==> src/rtl/sipo_pkg.sv <==
// Shared definitions for the serial-in parallel-out deserializer.
//   - sipo_state_e / ST_* : receive FSM state encoding
//   - SIPO_WIDTH_DEFAULT   : default word width, common with the piso transmitter
//   - cnt_width()          : bit-counter width able to hold 0..WIDTH+1
// Optional feature macro: SIPO_PARITY_EN (appends an even-parity bit to each frame).
package sipo_pkg;

    localparam int unsigned SIPO_WIDTH_DEFAULT = 3;

    typedef enum logic [0:0] {
        IDLE  = 1'b0,
        SHIFT = 1'b1
    } sipo_state_e;

    localparam logic [0:0] ST_IDLE  = IDLE;
    localparam logic [0:0] ST_SHIFT = SHIFT;

    // Counter must reach WIDTH+1 when the parity bit is part of the frame.
    function automatic int unsigned cnt_width(input int unsigned width);
        return $clog2(width + 2);
    endfunction

endpackage

==> src/rtl/sipo_shift_core.sv <==
// Shift register, bit counter and parity accumulator of the deserializer.
// Ports:
//   clk, reset_n   : clock, asynchronous active-low reset
//   bit_in         : serial data bit
//   bit_en         : bit_in is accepted into the current frame this cycle
//   first          : accepted bit starts a fresh frame (partial word discarded)
//   word_c         : word as it will look after this cycle's shift (combinational)
//   word_done_c    : this cycle's bit is the last bit of the frame (combinational)
//   parity_ok_c    : frame parity is even at completion; constant 1 without parity
// Optional feature macro: SIPO_PARITY_EN.
module sipo_shift_core
    import sipo_pkg::*;
#(
    parameter int unsigned WIDTH     = SIPO_WIDTH_DEFAULT,
    parameter bit          MSB_FIRST = 1'b1
) (
    input  logic             clk,
    input  logic             reset_n,
    input  logic             bit_in,
    input  logic             bit_en,
    input  logic             first,
    output logic [WIDTH-1:0] word_c,
    output logic             word_done_c,
    output logic             parity_ok_c
);

    localparam int unsigned CW = cnt_width(WIDTH);
`ifdef SIPO_PARITY_EN
    localparam int unsigned FRAME_LEN = WIDTH + 1;
`else
    localparam int unsigned FRAME_LEN = WIDTH;
`endif

    logic [WIDTH-1:0] sreg;
    logic [CW-1:0]    cnt;
    logic [WIDTH-1:0] base_c;
    logic [CW-1:0]    cnt_base_c;
    logic             data_bit_c;
`ifdef SIPO_PARITY_EN
    logic             par_acc;
    logic             par_next_c;
`endif

    // Insert one bit at the end selected by MSB_FIRST.
    function automatic logic [WIDTH-1:0] shift_in(input logic [WIDTH-1:0] s, input logic b);
        logic [WIDTH-1:0] r;
        if (MSB_FIRST) begin
            r = {s[WIDTH-2:0], b};
        end else begin
            r = {b, s[WIDTH-1:1]};
        end
        return r;
    endfunction

    // A start bit shifts into an empty register with the count restarted.
    always_comb begin
        base_c      = first ? '0 : sreg;
        cnt_base_c  = first ? '0 : cnt;
        data_bit_c  = 1'b1;
`ifdef SIPO_PARITY_EN
        data_bit_c  = (cnt_base_c < CW'(WIDTH));
        par_next_c  = first ? bit_in : (par_acc ^ bit_in);
        parity_ok_c = ~par_next_c;
`else
        parity_ok_c = 1'b1;
`endif
        word_c      = (bit_en && data_bit_c) ? shift_in(base_c, bit_in) : sreg;
        word_done_c = bit_en && (cnt_base_c == CW'(FRAME_LEN - 1));
    end

    // Frame state; cleared on completion so the next frame starts clean.
    always_ff @(posedge clk or negedge reset_n) begin
        if (!reset_n) begin
            sreg    <= '0;
            cnt     <= '0;
`ifdef SIPO_PARITY_EN
            par_acc <= 1'b0;
`endif
        end else if (bit_en) begin
            if (word_done_c) begin
                sreg    <= '0;
                cnt     <= '0;
`ifdef SIPO_PARITY_EN
                par_acc <= 1'b0;
`endif
            end else begin
                sreg    <= word_c;
                cnt     <= cnt_base_c + CW'(1);
`ifdef SIPO_PARITY_EN
                par_acc <= par_next_c;
`endif
            end
        end
    end

endmodule

==> src/rtl/sipo_deser.sv <==
// Serial-in parallel-out deserializer with valid/ready output port.
// Ports:
//   clk, reset_n  : clock, asynchronous active-low reset
//   serial_in     : serial data bit, qualified by in_valid
//   in_valid      : serial_in carries a bit this cycle
//   in_start      : with in_valid, the bit is the first bit of a frame
//   parallel_out  : assembled word, stable while out_valid && !out_ready
//   out_valid     : parallel_out holds an unconsumed word
//   out_ready     : consumer takes the word when out_valid && out_ready
//   overrun       : sticky, a completed word was dropped (cleared by overrun_clr)
//   overrun_clr   : synchronous clear of overrun; a same-cycle overrun wins
//   frame_err     : one-cycle pulse when a start bit restarts a partial frame
//   parity_err    : (SIPO_PARITY_EN only) one-cycle pulse, word discarded
// Optional feature macro: SIPO_PARITY_EN.
module sipo_deser
    import sipo_pkg::*;
#(
    parameter int unsigned WIDTH     = SIPO_WIDTH_DEFAULT,
    parameter bit          MSB_FIRST = 1'b1
) (
    input  logic             clk,
    input  logic             reset_n,
    input  logic             serial_in,
    input  logic             in_valid,
    input  logic             in_start,
    output logic [WIDTH-1:0] parallel_out,
    output logic             out_valid,
    input  logic             out_ready,
    output logic             overrun,
    input  logic             overrun_clr,
    output logic             frame_err
`ifdef SIPO_PARITY_EN
    ,
    output logic             parity_err
`endif
);

    logic [0:0]       state;
    logic [0:0]       state_nxt;
    logic [WIDTH-1:0] pout_nxt;
    logic             ov_nxt;
    logic             or_nxt;
    logic             fe_nxt;
    logic             first_c;
    logic             bit_en_c;
    logic [WIDTH-1:0] word_c;
    logic             word_done_c;
    logic             parity_ok_c;
    logic             word_ok_c;
`ifdef SIPO_PARITY_EN
    logic             pe_nxt;
`endif

    // Non-start bits outside a frame are dropped silently.
    assign first_c  = in_valid & in_start;
    assign bit_en_c = in_valid & (in_start | (state == ST_SHIFT));

    sipo_shift_core #(
        .WIDTH     (WIDTH),
        .MSB_FIRST (MSB_FIRST)
    ) u_core (
        .clk         (clk),
        .reset_n     (reset_n),
        .bit_in      (serial_in),
        .bit_en      (bit_en_c),
        .first       (first_c),
        .word_c      (word_c),
        .word_done_c (word_done_c),
        .parity_ok_c (parity_ok_c)
    );

    assign word_ok_c = word_done_c & parity_ok_c;

    // Next state, output register, handshake and flags.
    always_comb begin
        state_nxt = state;
        pout_nxt  = parallel_out;
        ov_nxt    = out_valid;
        or_nxt    = overrun;
        fe_nxt    = 1'b0;
`ifdef SIPO_PARITY_EN
        pe_nxt    = word_done_c & ~parity_ok_c;
`endif

        case (state)
            ST_IDLE: begin
                if (first_c) begin
                    state_nxt = ST_SHIFT;
                end
            end
            ST_SHIFT: begin
                if (first_c) begin
                    fe_nxt = 1'b1;
                end
                if (word_done_c) begin
                    state_nxt = ST_IDLE;
                end
            end
            default: begin
                state_nxt = ST_IDLE;
            end
        endcase

        // A word completing on the consume edge replaces the old one directly.
        if (word_ok_c && (!out_valid || out_ready)) begin
            pout_nxt = word_c;
            ov_nxt   = 1'b1;
        end else if (out_valid && out_ready) begin
            ov_nxt = 1'b0;
        end

        if (word_ok_c && out_valid && !out_ready) begin
            or_nxt = 1'b1;
        end else if (overrun_clr) begin
            or_nxt = 1'b0;
        end
    end

    always_ff @(posedge clk or negedge reset_n) begin
        if (!reset_n) begin
            state        <= ST_IDLE;
            parallel_out <= '0;
            out_valid    <= 1'b0;
            overrun      <= 1'b0;
            frame_err    <= 1'b0;
`ifdef SIPO_PARITY_EN
            parity_err   <= 1'b0;
`endif
        end else begin
            state        <= state_nxt;
            parallel_out <= pout_nxt;
            out_valid    <= ov_nxt;
            overrun      <= or_nxt;
            frame_err    <= fe_nxt;
`ifdef SIPO_PARITY_EN
            parity_err   <= pe_nxt;
`endif
        end
    end

endmodule

==> config.mk <==
export PLATFORM = sky130hd
export DESIGN_NAME = sipo_deser
export DESIGN_NICKNAME = d
export VERILOG_FILES = /design/src/rtl/sipo_pkg.sv /design/src/rtl/sipo_shift_core.sv /design/src/rtl/sipo_deser.sv
export SDC_FILE = /design/constraint.sdc
export NUM_CORES = 1
export LEC_CHECK = 0
export ABC_AREA = 0
export BUFFER_PORTS_ARGS = -buffer_cell sky130_fd_sc_hd__buf_4
export CAP_MARGIN = 25
export CORE_AREA = 2 2 42 44
export CTS_CLUSTER_DIAMETER = 80
export CTS_CLUSTER_SIZE = 14
export DETAILED_ROUTE_END_ITERATION = 10
export DIE_AREA = 0 0 44 46
export GPL_TIMING_DRIVEN = 0
export PLACE_DENSITY_LB_ADDON = 0.1
export SLEW_MARGIN = 0
export SYNTH_ARGS = -nofsm -noshare
export SYNTH_HDL_FRONTEND = slang
export SYNTH_SLANG_ARGS = --single-unit
==> constraint.sdc <==
create_clock -name clk -period 1.7 [get_ports clk]
set_input_delay 0.085 -clock clk [delete_from_list [all_inputs] [get_ports clk]]
set_output_delay 0.085 -clock clk [all_outputs]
set_load 0.005 [all_outputs]
======== After elaboration in Yosys (flattened, before gate mapping) ========
Cells that the tools add are included.
operators by class
  $add $sub $neg .......................... 1
  eq/ne operators ......................... 1
  multiplexer cells ....................... 13
  bitwise operators ....................... 4
  reductions and logical operators ........ 10
operator list
  kind                 number
  $mux 3               4
  $mux 1               7
  $logic_and 1x1->1    5
  $reduce_bool 2->1    2
  $add 3x1->3 const B  1
  $eq 3x2->1 const B   1
  $and 1x1->1          2
  $logic_not 1->1      2
  $mux 2               1
  $pmux 1 s2           1
  $logic_or 1x1->1     1
  $not 1->1            1
  $or 1x1->1           1
word-level totals
  flip-flop bits (word level) ............. 13
  bits of input ports ..................... 7
  output and inout bits ................... 6
  logic and storage cells ................. 36

======== Longest topological paths before layout ========
  word-level depth ........................ 7
  gate-level depth with buffers ........... 8
  gate-level depth less buffers ........... 7

======== Modules after synthesis ========
Synthesis repeated with hierarchy kept, for this count alone.
second synthesis, totals
  cell total of the unflattened synthesis .. 57
  area, all modules ....................... 646.9 um2
modules (own cells, without submodules)
  module           times used  cells each  area each (um2)
  sipo_shift_core  1           36          347.8
  sipo_deser       1           21          299.0

======== Worst setup path before layout ========
No wires, ideal clock.
  path type ............................... register -> register
  from .................................... reg state
  to ...................................... reg parallel_out[0]
  library setup time ...................... 0.125 ns
  arrival ................................. 1.270 ns
  required time ........................... 1.575 ns
  setup slack ............................. 0.305 ns
  cell stages (with the launch flop) ...... 5
  path buffers ............................ 1
  cells stage by stage .................... dfrtp_1 buf_6 and2b_2 o2111ai_4 mux2_2
between the ends
  longest elaborated chain between the ends .. 4
RTL lines
  element                   line                   source
  start: declaration        sipo_deser.sv:38       logic [0:0] state;
  start signal: assignment  sipo_deser.sv:130      state <= state_nxt;
  $or 1x1->1 *              sipo_deser.sv:56       assign bit_en_c = in_valid & (in_start | (state == ST_SHIFT));
  $and 1x1->1 *             sipo_deser.sv:56
  $logic_and 1x1->1         sipo_shift_core.sv:68  word_done_c = bit_en && (cnt_base_c == CW'(FRAME_LEN - 1));
  $logic_and 1x1->1         sipo_deser.sv:105      if (word_ok_c && (!out_valid || out_ready)) begin
  end signal: assignment    sipo_deser.sv:131      parallel_out <= pout_nxt;
  end: declaration          sipo_deser.sv:26       output logic [WIDTH-1:0] parallel_out,
Mark *: on every way between the ends. The rest lies on a longest branch, timed or not.
A chain may end at the register's enable or synchronous reset.

======== Final worst setup path ========
Ends and elaborated chain as after synthesis.

==> run summary <==
## Run status
* outcome: finished, final reports clean

## Routing
* final wirelength: 1.31 mm
* DRC violations left: 0
* routed wirelength normalized by instance count: 13.5 µm
* violation count after the first detailed-route iteration: 2
* detailed-route via count: 506
* Detailed Routing Iterations Pass 1: 4
* Antenna Nets Post-Route: 0
* per-cell via count in the routed design: 5.22

## Timing
* period utilization: 86.9%
* final sum of negative setup slack: 0 ps
* slack of the critical path: 223 ps
* RSZ-0062 raised after global routing: no
* Worst slew margin: 69.1%
* maximum clock frequency: 0.677 GHz
* pin slew with the least headroom to its limit: 462 ps
* time the final worst path needs with I/O delays and setup: 1480 ps
* Setup Skew: 2.62 ps
* Final Max Slew Viols: 0
* number of hold-slack violations in the final timing report: 0
* count of endpoints failing setup in the final report: 0

## Global routing
* number of global-route vias before repair: 478
* overflow left after global routing: 0
* GRT Total Usage: 15.2%
* pin count of the biggest net entering global routing: 14
* number of antenna violations at the first check in global routing: 0
* global-route wire length before repair: 2.16 mm

## Setup path
* worst flop-to-flop path endpoint: parallel_out[0]$_DFFE_PN0P_
* largest incremental delay on the critical path: 410 ps
* required time reported for the critical path endpoint: 1860 ps
* critical path cell sequence: buf_6 -> and2b_2 -> o2111ai_4 -> mux2_2
* cell with the largest stage delay on the worst path: dfrtp_1
* sort of element at the start of the critical path: flip-flop
* type of destination of the critical path: flip-flop
* worst setup path startpoint: state$_DFF_PN0_
* Worst R2R Setup Slack: 220 ps
* critical path data arrival time: 1640 ps
* Crit Path Max Fanout: 10
* origin of the critical flop-to-flop path: state$_DFF_PN0_
* number of cells on the worst reg-to-reg path: 4
* classification of the worst setup path: reg2reg
* dominant delay contributor by cell family on the critical path: flip-flops
* Critical path buffers and inverters: 1

## Synth
* Mean Syn Cell Area: 10.7 µm²
* Synth Net Count: 71
* Top FF cell, synth: dfrtp_1
* Netlist Area Pre-Place: 662 µm²
* number of standard cells after synthesis: 62
* synthesis-stage register bit count: 13
* fraction of synthesis flops using an asynchronous set or reset pin: 100%
* number of unique standard cell types used by synthesis: 23
* number of flops mapped to enable cells by yosys: 0
* Seq/Total Area, Yosys: 49.1%
* number of warnings printed during yosys synthesis: 0

## Clocking
* TritonCTS sink count: 13
* post-cts gate resize count: 0
* TritonCTS clock tree: done
* Post-CTS Hold Buffers: 2
* Bufs on Longest Clock Path: 2
* Clock transition at path regs: 80 ps
* setup bufs post-CTS: 0
* number of buffers created by CTS: 3
* clock insertion delay at the later pin of the skew report: 270 ps
* clock root cell: clkbuf_4
* H-tree levels: 1

## Placed design
* number of buffers added on ports: 12
* Placement Setup Slack: 102 ps
* final weighted congestion in routability-driven placement: 0.711
* detailed placer's ending HPWL: 946 µm

## Finish
* layout filler cell count: 157
* net total in the final layout: 90
* most common cell after layout, fill and taps aside: dfrtp_1
* Area growth syn-to-layout: 23.8%
* number of antenna cells inserted: 0
* final core occ: 50.8%
* most used cells in the layout excluding fill and tap cells: dfrtp_1, buf_4, nand2_1, inv_1, a21oi_1
* fraction of final layout cells sized beyond drive strength 1: 31.3%

## Worst hold path
* hold_sp: in_start
* Hold Path Cell Cnt: 4
* endpoint with the worst hold slack: u_core.cnt[1]$_DFFE_PN0N_
* class of the tightest hold or removal check: in2reg

## Die
* initial cell density of the core: 41.0%
* total die area: 0.00202 mm²
* number of I/O pins: 13
* vertical die dimension: 46 µm
* overall die width: 44 µm
* row cnt: 15
* core area: 0.00161 mm²

## Job
* number of max-capacitance violations reported: 0

## Pwr
* static leakage: 0.391 nW
* power per unit of standard cell area: 1320 mW/mm²
* worst vdd rail ir drop: 0.594 mV

-- state kept, by name, summed over array words and instances, names as in the netlist --
| name | cells |
|---|---|
| u_core.sreg | 3 |
| frame_err | 1 |
| parallel_out | 3 |
| out_valid | 1 |
| state | 1 |
| overrun | 1 |
| u_core.cnt | 3 |
-- per-layer routing --
layer / wire length, µm / vias up / GRT usage [%] / part of all wire [%]
li1: - / 248 / - / -
met1: 639 / 246 / 18.8 / 49
met2: 609 / 10 / 25.0 / 47
met3: 52 / 2 / 2.38 / 4.0
met4: 6 / 0 / 9.09 / 0.46
met5: 0 / - / 0 / 0
-- stage by stage --
step           hold WS [ps]  cell area, µm²  power (mW)  std cells
6_report                152             820        1.08         97
5_1_grt                 157             820        1.17         97
4_1_cts                 150             820        1.10         97
3_5_place_dp          -56.7             773       0.894         91
3_3_place_gp          -58.9             773       0.880         91
2_1_floorplan          -211             662       0.751         62
-- report_power, final --
| group | total, mW | switching (mW) | internal (mW) | leakage [nW] |
|---|---|---|---|---|
| clock network | 0.196 | 0.105 | 0.0908 | 0.0150 |
| logic | 0.416 | 0.193 | 0.223 | 0.209 |
| registers | 0.467 | 0.0576 | 0.410 | 0.167 |
-- Yosys cell counts (all sizes together) (2+ instances only) --
cell     number  share of area (%)
a21oi         5                3.8
and2          3                2.8
buf           3                3.2
dfrtp        13                 49
ha            2                3.8
inv           5                2.8
mux2          4                6.8
nand2         5                2.8
nand2b        3                2.8
nand3         2                1.5
nor2b         3                2.8
o2111ai       2                5.3
o21a          2                2.3
o21ai         4                3.6
-- kinds of logic after synthesis --
| family | after synthesis | share of synthesized area (%) |
|---|---|---|
| AND/OR/NAND/NOR | 18 | 15.1 |
| flip-flops | 13 | 49.1 |
| AO/OA/AOI/OAI | 17 | 19.1 |
| buffers and inverters | 8 | 6.05 |
| multiplexers | 4 | 6.80 |
| adder cells (fa/ha/maj) | 2 | 3.78 |
-- tightest hold or removal path, cell delays in order --
cell	delay, ps
buf_4	90
o21ai_2	80
nand2_1	80
o31ai_1	60
-- worst max-delay path by stage --
stage,end,depth (start not counted)
final,parallel_out[0]$_DFFE_PN0P_,4
after global routing,overrun$_DFFE_PN0P_,4
after CTS,parallel_out[2]$_DFFE_PN0P_,4
after detailed placement,u_core.cnt[0]$_DFFE_PN0N_,9
after global placement,parallel_out[1]$_DFFE_PN0P_,8
after floorplan,parallel_out[0]$_DFFE_PN0P_,4
-- area by class of cell --
cell class / instances / area (µm²) / area share [%]
Buffer: 3 / 21.3 / 2.60
Clock buffer: 4 / 26.3 / 3.21
Inverter: 5 / 18.8 / 2.29
Multi-Input combinational cell: 41 / 297 / 36.2
Sequential cell: 13 / 325 / 39.7
Tap cell: 17 / 21.3 / 2.60
Timing Repair Buffer: 14 / 110 / 13.4
No activity file was read; power rests on OpenSTA's default activity.
